===== src/rtl/dds_sequencer_pkg.sv =====
// Shared configuration for the DDS command sequencer: widths, opcodes,
// shape codes, FSM state encoding and the shadow/active config payload.
package dds_sequencer_pkg;

  localparam int unsigned ROM_PHASE_BIT = 17;
  localparam int unsigned DAC_MAX_V_BIT = 13;

  localparam int unsigned PHASE_W = ROM_PHASE_BIT - 1;
  localparam int unsigned AMP_W   = DAC_MAX_V_BIT - 1;
  localparam int unsigned CMD_W   = (PHASE_W > AMP_W) ? PHASE_W : AMP_W;
  localparam int unsigned DWELL_W = 8;
  localparam int unsigned SHAPE_W = 2;
  localparam int unsigned OP_W    = 2;

  // Command opcodes
  localparam logic [OP_W-1:0] OP_SET_FREQ  = 2'd0;
  localparam logic [OP_W-1:0] OP_SET_AMP   = 2'd1;
  localparam logic [OP_W-1:0] OP_SET_SHAPE = 2'd2;
  localparam logic [OP_W-1:0] OP_SWEEP     = 2'd3;

  // Waveform shape codes; SHAPE_INVALID is never accepted
  localparam logic [SHAPE_W-1:0] SHAPE_SINE     = 2'd0;
  localparam logic [SHAPE_W-1:0] SHAPE_TRIANGLE = 2'd1;
  localparam logic [SHAPE_W-1:0] SHAPE_SQUARE   = 2'd2;
  localparam logic [SHAPE_W-1:0] SHAPE_INVALID  = 2'd3;

  typedef enum logic [1:0] {
    ST_IDLE    = 2'd0,
    ST_PENDING = 2'd1,
    ST_SWEEP   = 2'd2
  } dds_state_e;

  // Frequency / amplitude / shape triple, used for both shadow and active sets
  typedef struct packed {
    logic [PHASE_W-1:0] phase;
    logic [AMP_W-1:0]   amp;
    logic [SHAPE_W-1:0] shape;
  } dds_cfg_t;

endpackage


===== src/rtl/dds_dwell_counter.sv =====
// Counts phase wraps during a sweep step and flags the wrap that completes
// the programmed dwell (a dwell of 0 behaves as 1).
//   clk, rst      : clock, synchronous active-high reset
//   clear         : restart the count (sweep start / abort)
//   inc           : one phase wrap observed while sweeping
//   dwell         : wraps per sweep step
//   expire_c      : combinational, high on the wrap that ends the dwell
module dds_dwell_counter
  import dds_sequencer_pkg::*;
(
  input  logic               clk,
  input  logic               rst,
  input  logic               clear,
  input  logic               inc,
  input  logic [DWELL_W-1:0] dwell,
  output logic               expire_c
);

  localparam int unsigned CW = DWELL_W + 1;

  logic [DWELL_W-1:0] count_q;
  logic [DWELL_W-1:0] count_d;
  logic [DWELL_W-1:0] dwell_eff;
  logic               at_term;

  // Terminal count: compare widened so count+1 cannot wrap past 255
  always_comb begin
    dwell_eff = (dwell == '0) ? DWELL_W'(1) : dwell;
    at_term   = (CW'(count_q) + CW'(1)) >= CW'(dwell_eff);
    expire_c  = inc && at_term;
    count_d   = count_q;
    if (clear) begin
      count_d = '0;
    end else if (inc) begin
      count_d = at_term ? '0 : count_q + DWELL_W'(1);
    end
  end

  always_ff @(posedge clk) begin
    if (rst) begin
      count_q <= '0;
    end else begin
      count_q <= count_d;
    end
  end

endmodule


===== src/rtl/dds_sequencer.sv =====
// DDS command sequencer: buffers frequency/amplitude/shape commands in shadow
// registers and applies them glitch-free on the next phase wrap; also runs a
// saturating linear frequency sweep stepped every N phase wraps.
//   cmd_valid/cmd_ready/cmd_op/cmd_data : command handshake and payload
//   sweep_step, sweep_dwell             : sweep increment and wraps per step
//   phase_wrap                          : accumulator wrap pulse
//   phase_M, signal_A, signal_shape     : active configuration (registered)
//   busy, sweep_done, cmd_err           : status (registered)
module dds_sequencer
  import dds_sequencer_pkg::*;
(
  input  logic               clk,
  input  logic               rst,
  input  logic               cmd_valid,
  output logic               cmd_ready,
  input  logic [OP_W-1:0]    cmd_op,
  input  logic [CMD_W-1:0]   cmd_data,
  input  logic [PHASE_W-1:0] sweep_step,
  input  logic [DWELL_W-1:0] sweep_dwell,
  input  logic               phase_wrap,
  output logic [PHASE_W-1:0] phase_M,
  output logic [AMP_W-1:0]   signal_A,
  output logic [SHAPE_W-1:0] signal_shape,
  output logic               busy,
  output logic               sweep_done,
  output logic               cmd_err
);

  localparam int unsigned SUM_W = PHASE_W + 1;

  dds_state_e         state_q, state_d;
  dds_cfg_t           shadow_q, shadow_d;
  dds_cfg_t           active_q, active_d;
  logic [PHASE_W-1:0] sweep_stop_q, sweep_stop_d;
  logic               busy_q, busy_d;
  logic               sweep_done_q, sweep_done_d;
  logic               cmd_err_q, cmd_err_d;
  logic               cmd_ready_q, cmd_ready_d;

  logic               cmd_fire;
  logic               is_set;
  logic               bad_shape;
  logic               set_ok;
  logic               sweep_req;
  logic               sweep_ok;
  logic               apply_now;
  logic               dwell_clear;
  logic               dwell_inc;
  logic               dwell_expire_c;
  logic               step_now;
  logic               sweep_hit;
  logic [SUM_W-1:0]   sweep_sum;
  logic [PHASE_W-1:0] sweep_next;
  dds_cfg_t           merged;

  // Command decode and sweep arithmetic shared by next-state and output logic
  always_comb begin
    cmd_fire  = cmd_valid && cmd_ready_q;
    is_set    = (cmd_op != OP_SWEEP);
    bad_shape = (cmd_op == OP_SET_SHAPE) && (cmd_data[SHAPE_W-1:0] == SHAPE_INVALID);
    set_ok    = cmd_fire && is_set && !bad_shape;
    sweep_req = cmd_fire && !is_set;
    sweep_ok  = sweep_req && (state_q == ST_IDLE) && (cmd_data > CMD_W'(phase_m_ext()));
    apply_now = (state_q == ST_PENDING) && phase_wrap;

    // Shadow with this cycle's accepted SET_* folded in
    merged = shadow_q;
    if (set_ok) begin
      case (cmd_op)
        OP_SET_FREQ:  merged.phase = PHASE_W'(cmd_data);
        OP_SET_AMP:   merged.amp   = AMP_W'(cmd_data);
        default:      merged.shape = cmd_data[SHAPE_W-1:0];
      endcase
    end

    // Widened add so an overflowing step saturates at the stop value
    sweep_sum  = SUM_W'(active_q.phase) + SUM_W'(sweep_step);
    sweep_hit  = (sweep_step == '0) || (sweep_sum >= SUM_W'(sweep_stop_q));
    sweep_next = sweep_hit ? sweep_stop_q : PHASE_W'(sweep_sum);

    dwell_inc   = (state_q == ST_SWEEP) && phase_wrap;
    dwell_clear = sweep_ok || ((state_q == ST_SWEEP) && set_ok);
    // A SET_* abort takes priority over a coincident sweep step
    step_now    = (state_q == ST_SWEEP) && dwell_expire_c && !set_ok;
  end

  function automatic logic [PHASE_W-1:0] phase_m_ext();
    return active_q.phase;
  endfunction

  dds_dwell_counter u_dwell (
    .clk      (clk),
    .rst      (rst),
    .clear    (dwell_clear),
    .inc      (dwell_inc),
    .dwell    (sweep_dwell),
    .expire_c (dwell_expire_c)
  );

  // State register
  always_ff @(posedge clk) begin
    if (rst) begin
      state_q <= ST_IDLE;
    end else begin
      state_q <= state_d;
    end
  end

  // Next-state logic
  always_comb begin
    state_d = state_q;
    case (state_q)
      ST_IDLE: begin
        if (set_ok) begin
          state_d = ST_PENDING;
        end else if (sweep_ok) begin
          state_d = ST_SWEEP;
        end
      end
      ST_PENDING: begin
        if (apply_now) begin
          state_d = ST_IDLE;
        end
      end
      ST_SWEEP: begin
        if (set_ok) begin
          state_d = ST_PENDING;
        end else if (step_now && sweep_hit) begin
          state_d = ST_IDLE;
        end
      end
      default: state_d = ST_IDLE;
    endcase
  end

  // Output / datapath next values
  always_comb begin
    shadow_d     = merged;
    active_d     = active_q;
    sweep_stop_d = sweep_stop_q;
    sweep_done_d = 1'b0;
    cmd_err_d    = (sweep_req && !sweep_ok) || (cmd_fire && is_set && bad_shape);
    cmd_ready_d  = 1'b1;
    busy_d       = (state_d != ST_IDLE);

    if (apply_now) begin
      active_d = merged;
    end
    if (sweep_ok) begin
      sweep_stop_d = PHASE_W'(cmd_data);
    end
    if (step_now) begin
      active_d.phase = sweep_next;
      sweep_done_d   = sweep_hit;
    end
  end

  // Datapath and status registers
  always_ff @(posedge clk) begin
    if (rst) begin
      shadow_q     <= '0;
      active_q     <= '0;
      sweep_stop_q <= '0;
      busy_q       <= 1'b0;
      sweep_done_q <= 1'b0;
      cmd_err_q    <= 1'b0;
      cmd_ready_q  <= 1'b0;
    end else begin
      shadow_q     <= shadow_d;
      active_q     <= active_d;
      sweep_stop_q <= sweep_stop_d;
      busy_q       <= busy_d;
      sweep_done_q <= sweep_done_d;
      cmd_err_q    <= cmd_err_d;
      cmd_ready_q  <= cmd_ready_d;
    end
  end

  assign phase_M      = active_q.phase;
  assign signal_A     = active_q.amp;
  assign signal_shape = active_q.shape;
  assign busy         = busy_q;
  assign sweep_done   = sweep_done_q;
  assign cmd_err      = cmd_err_q;
  assign cmd_ready    = cmd_ready_q;

endmodule


===== config.mk =====
export PLATFORM = sky130hd
export DESIGN_NAME = dds_sequencer
export DESIGN_NICKNAME = d
export VERILOG_FILES = /design/src/rtl/dds_sequencer_pkg.sv /design/src/rtl/dds_dwell_counter.sv /design/src/rtl/dds_sequencer.sv
export SDC_FILE = /design/constraint.sdc
export NUM_CORES = 1
export LEC_CHECK = 0
export ABC_AREA = 1
export CAP_MARGIN = 20
export CORE_UTILIZATION = 30
export CTS_BUF_LIST = sky130_fd_sc_hd__clkbuf_16
export DETAILED_ROUTE_END_ITERATION = 10
export SLEW_MARGIN = 20
export SYNTH_ARGS = -nofsm -noshare
export SYNTH_HDL_FRONTEND = slang
export SYNTH_HIERARCHICAL = 1
export SYNTH_SLANG_ARGS = --single-unit

===== constraint.sdc =====
create_clock -name clk -period 4.6 [get_ports clk]
set_clock_uncertainty 0.2 [all_clocks]
set_input_delay 0.92 -clock clk [delete_from_list [all_inputs] [get_ports clk]]
set_output_delay 0.92 -clock clk [all_outputs]
set_load 0.1 [all_outputs]

# After elaboration in Yosys (flattened, before gate mapping)
# Cells that the tools add are included.
# classes
addsub	3
n_bitwise	1
order_cmp	3
n_eq_ne	6
mux	16
n_reduce_logical	32
# op_table
op	count
$mux W30	2
$mux W16	3
$add A16 B16 Y17	1
$ge A17 B16 Y1	1
$gt A16 B16 Y1	1
$logic_and A1 B1 Y1	16
$logic_not A16 Y1	1
$mux W8	2
$mux W12	1
$mux W2	6
$add A8 B1 Y9 const B	1
$ge A9 B8 Y1	1
$add A8 B1 Y8 const B	1
$logic_not A8 Y1	1
$eq A2 B2 Y1 const B	3
$pmux W2 S3	1
$reduce_or A2 Y1	3
$eq A2 B1 Y1 const B	2
$logic_not A1 Y1	4
$logic_not A2 Y1	2
$reduce_bool A2 Y1	2
$logic_or A1 B1 Y1	3
$ne A2 B2 Y1 const B	1
$mux W1	1
$not A1 Y1	1
# word_totals
in_bits	46
wordCells	74
ff_bits	90

# Logic depth before layout (Yosys ltp)
# depth
word_depth	11
depth_mapped	26
mapped_depth_nobuf	26

# Cells and area by module
# The synthesis kept the hierarchy.
# modules_own_cells
module	instances	cells_per_inst	seq_area_each_um2	area_per_inst_um2
dds_sequencer	1	737	1641.6	5039.8
dds_dwell_counter	1	91	160.2	660.6

# Worst setup path after synthesis
# Ideal clock, no wire load.
# synth_timing
kind	input port to flip-flop
startpoint	input port sweep_step[0]
endpoint	register active_q (netlist bit phase_M[0])
required_ns	4.268
setup_slack_ns	0.601
arrival_time_ns	3.667
setup_ns	0.132
stages	23
path_buffers	1
cell_sequence	ha_1 > fa_1 > nand2_1 > nand3_1 > o21ai_2 > inv_1 > a21o_1 > nand2_1 > nand3b_1 > nand2_1 > inv_1 > ha_1 > a21oi_1 > nor2_1 > a211oi_1 > nand2_1 > nand2_1 > nand2_1 > nand2_1 > clkbuf_1 > nand4_1 > nand3_1 > a21oi_1
# synth_via
elab_chain_cells	5
# synth_lines
item	line	text
start: declaration	dds_sequencer.sv:18	input logic [PHASE_W-1:0] sweep_step,
$add A16 B16 Y17	dds_sequencer.sv:77	sweep_sum = SUM_W'(active_q.phase) + SUM_W'(sweep_step);
$ge A17 B16 Y1	dds_sequencer.sv:78	sweep_hit = (sweep_step == '0) || (sweep_sum >= SUM_W'(sweep_stop_q));
$logic_or A1 B1 Y1	dds_sequencer.sv:78	
$mux W16 *	dds_sequencer.sv:79	sweep_next = sweep_hit ? sweep_stop_q : PHASE_W'(sweep_sum);
$mux W16 *	dds_sequencer.sv:152	if (step_now) begin
end signal: assignment	dds_sequencer.sv:170	active_q <= active_d;
end: declaration	dds_sequencer.sv:33	dds_cfg_t active_q, active_d;
# Mark *: on every way between the ends. The rest lies on a longest branch, timed or not.
# A chain may end at the register's enable or synchronous reset.

# Worst setup path in the final report
# layout_timing
startpoint	input port sweep_step[0]
endpoint	register active_q (netlist bit phase_M[1])
# The elaborated chain is that of the path after synthesis.

==> metrics.yaml <==
outcome: "completed"
start_util: 0.306
post_cts_buffers: 0
syn_avg_cell_area_um2: 6.88
clkSlewWorstSetupHoldPaths_ps: 60
cap_viol_max_count: 0
grt_pass1_vias: 5158
worst_setup_path_end_kind: "flip-flop"
dieArea_um2: 19600
synth-seq-cells: 90
vias: 5451
drt_iter0_drc: 254
portBuffers: 79
fmax_ghz: 0.232
yosys_warnings: 6
path_cells: "clkdlybuf4s50_1 > ha_1 > fa_1 > nand2_1 > nand3_1 > o21ai_2 > inv_1 > a21o_1 > nand2_1 > nand3b_1 > nand2_1 > inv_1 > ha_1 > a21oi_1 > nor2_1 > a211oi_1 > nand2_1 > nand2_1 > nand2_1 > nand2_1 > buf_4 > nand4_1 > nand3_1 > a21oi_1"
critPathSlowestCell: "clkdlybuf4s50_1"
slew_violations: 0
drc: 0
syn_nets: 932
synth-edff-count: 0
fin_crit_sh: 0.937
swShare: 0.289
reg2reg_to: "phase_M[1]"
viasPerCell: 4.75
coreArea_um2: 18600
drive_above_1_share: 0.0548
vdd_ir_drop_max_v: 0.000189
detail_route.wl_per_cell_um: 13.8
n_fill_cell: 2035
fin_nets: 1012
hold_path_class: "flip-flop to flip-flop"
power_frac_clock: 0.376
dp_hpwl_um: 12400
diodes: 0
antenna_found_initial: 0
synth.distinct_cells: 42
htreeDepth: 3
cts_tree: "done"
finalHoldViolCount: 0
start_kind: "input port"
p_comb_frac: 0.175
fp.dieH_um: 140
die_w_um: 140
hold_buffers: 0
power_frac_seq: 0.449
p_per_area_nw_per_um2: 254
cts_buffers: 9
path_buf_inv: 4
final_antenna_net_count: 0
instances_no_fill: 1147
total_power_mw: 1.80
worstRegToRegCells: 23
crit_top_cell: "nand2_1"
drt-pass1-iter-count: 5
synthArstFlopShare: 0
hold_path_end: "sweep_stop_q[4]"
crit_type: "input port to flip-flop"
synth_cells: 828
ios: 80
grt_pass1_wl_um: 26000
cpLargestDelayFamily: "simple AND/OR/NAND/NOR gates"
grt_util_all_layers: 0.168
area_delta_synth_final_pct: 24.3
p_leak_nw: 3.14
worst_pin_slew_ps: 978
rows: 50
hold_depth: 2
netlist_area_um2: 5700
gr-total-overflow: 0
dp.cells: 1130
p_int_mw: 1.28
clockRootBuffer: "clkbuf_16"
clk-insertion-delay-late_ps: 340
hp-start: "sweep_stop_q[4]"
crit_required_ps: 4610
critical_path_peak_fanout: 9
slew_headroom: 0.346
min_period_ps: 4310
setup_tns_ps: 0
p_switching_uw: 521
ys_seq_area_frac: 0.316
r2r_start: "phase_M[0]"
clock_path_buffers: 2
wl_um: 15900
gp_congestion: 0.913
clock_sinks: 90
regToRegSetupSlack_ps: 920
grt_max_degree: 48
post_cts.resized_instances: 0
synth_flop_cell: "dfxtp_1"
setup_viol: 0
arrival_ps: 4320
worst_path_largest_cell_delay_ps: 430
fin_hold_ws_ps: 282
state kept, by name, indices dropped and copies added, names as in the netlist:
register and count:
phase_M 16, sweep_stop_q 16, signal_A 12, sweep_done 1
state_q 2, cmd_err 1, signal_shape 2, u_dwell/count_q 8
busy 1, shadow_q 30, cmd_ready 1
synthesized netlist by cell type (3+ instances only):
cell / number / area (µm²)
mux2i_1: 7 / 70.1
inv_1: 129 / 484
inv_2: 3 / 11.3
o21bai_1: 5 / 37.5
nand3_1: 53 / 265
clkbuf_1: 17 / 63.8
nand2_1: 147 / 552
nor2_1: 108 / 405
o21ai_0: 37 / 185
nand2_2: 4 / 25.0
xor2_1: 13 / 114
o21ai_1: 37 / 185
buf_2: 9 / 45.0
nand4_1: 20 / 125
nor2_2: 3 / 18.8
dfxtp_1: 90 / 1800
ha_1: 57 / 713
nor3_1: 5 / 25.0
o211ai_1: 15 / 113
a21oi_1: 42 / 210
cell families after synthesis:
kind of cell               Yosys count  synth area share
and+or+nand+nor                    349             0.264
buffers and inverters              161             0.110
AOI/OAI and AO/OA                  147             0.143
DFF                                 90             0.316
adders and majority gates           58             0.129
xor gates and xnor gates            16            0.0259
muxes                                7            0.0123
area by class of cell:
class,instances,area (µm²),area share
Multi-Input combinational cell,577,3280,0.462
Inverter,133,499,0.0704
Clock inverter,7,45.0,0.00636
Tap cell,234,293,0.0413
Sequential cell,90,1800,0.254
Clock buffer,9,225,0.0318
Timing Repair Buffer,97,946,0.133
per-layer routing:
metal / GRT usage / wire length [µm]
met5: 0 / 0
met4: 0.0468 / 273
met3: 0.0348 / 636
met2: 0.272 / 7220
met1: 0.225 / 7740
worst reg2reg max path, stage by stage (launching register included):
cell	delay, ps
dfxtp_1	370
ha_1	240
fa_1	390
nand2_1	70
nand3_1	80
o21ai_2	100
inv_1	80
a21o_1	180
nand2_1	100
nand3b_1	90
nand2_1	100
inv_1	50
ha_1	280
a21oi_1	130
nor2_1	50
a211oi_1	220
nand2_1	80
nand2_1	60
nand2_1	40
nand2_1	130
buf_4	190
nand4_1	130
nand3_1	130
a21oi_1	60
power groups by stage:
stage	logic, mW	registers [mW]	clock network (mW)
CTS	0.315	0.810	0.697
global route	0.352	0.812	0.730
finish	0.316	0.810	0.678
global placement	0.311	0.828	0
floorplan	0.150	0.872	0
detailed placement	0.313	0.828	0
through the flow:
step	utilization	worst slack [ps]	area (µm²)
floorplan	-	601	5700
global placement	0.365	3.49	6800
detailed placement	0.365	-33.2	6800
CTS	0.379	317	7070
global route	0.380	-2.01	7090
finish	0.380	291	7090
how the worst max path moves through the flow:
stage                             start          to  cells after the start
after floorplan           sweep_step[0]  phase_M[0]                     23
after global placement    sweep_step[0]        busy                     26
after detailed placement  sweep_step[0]        busy                     26
after CTS                 sweep_step[0]        busy                     26
after global routing      sweep_step[0]  phase_M[8]                     24
final                     sweep_step[0]  phase_M[1]                     24
layout by cell type (no fill, tap or decap), types with 3 or more instances in the layout:
cell             netlist  final
o21ai_1               37     37
clkdlybuf4s50_1        0     79
ha_1                  57     57
inv_1                129    130
o21bai_1               5      5
xor2_1                13     13
nor3_1                 5      5
nor2_2                 3      3
nor2_1               108    108
inv_2                  3      3
o211ai_1              15     15
mux2i_1                7      7
nand4_1               20     20
o21ai_0               37     37
a21oi_1               42     42
nand2_1              147    147
nand2_2                4      3
dfxtp_1               90     90
buf_4                  1     16
nand3_1               53     53
clkbuf_16              0      9
(Power assumes the default switching activity.)
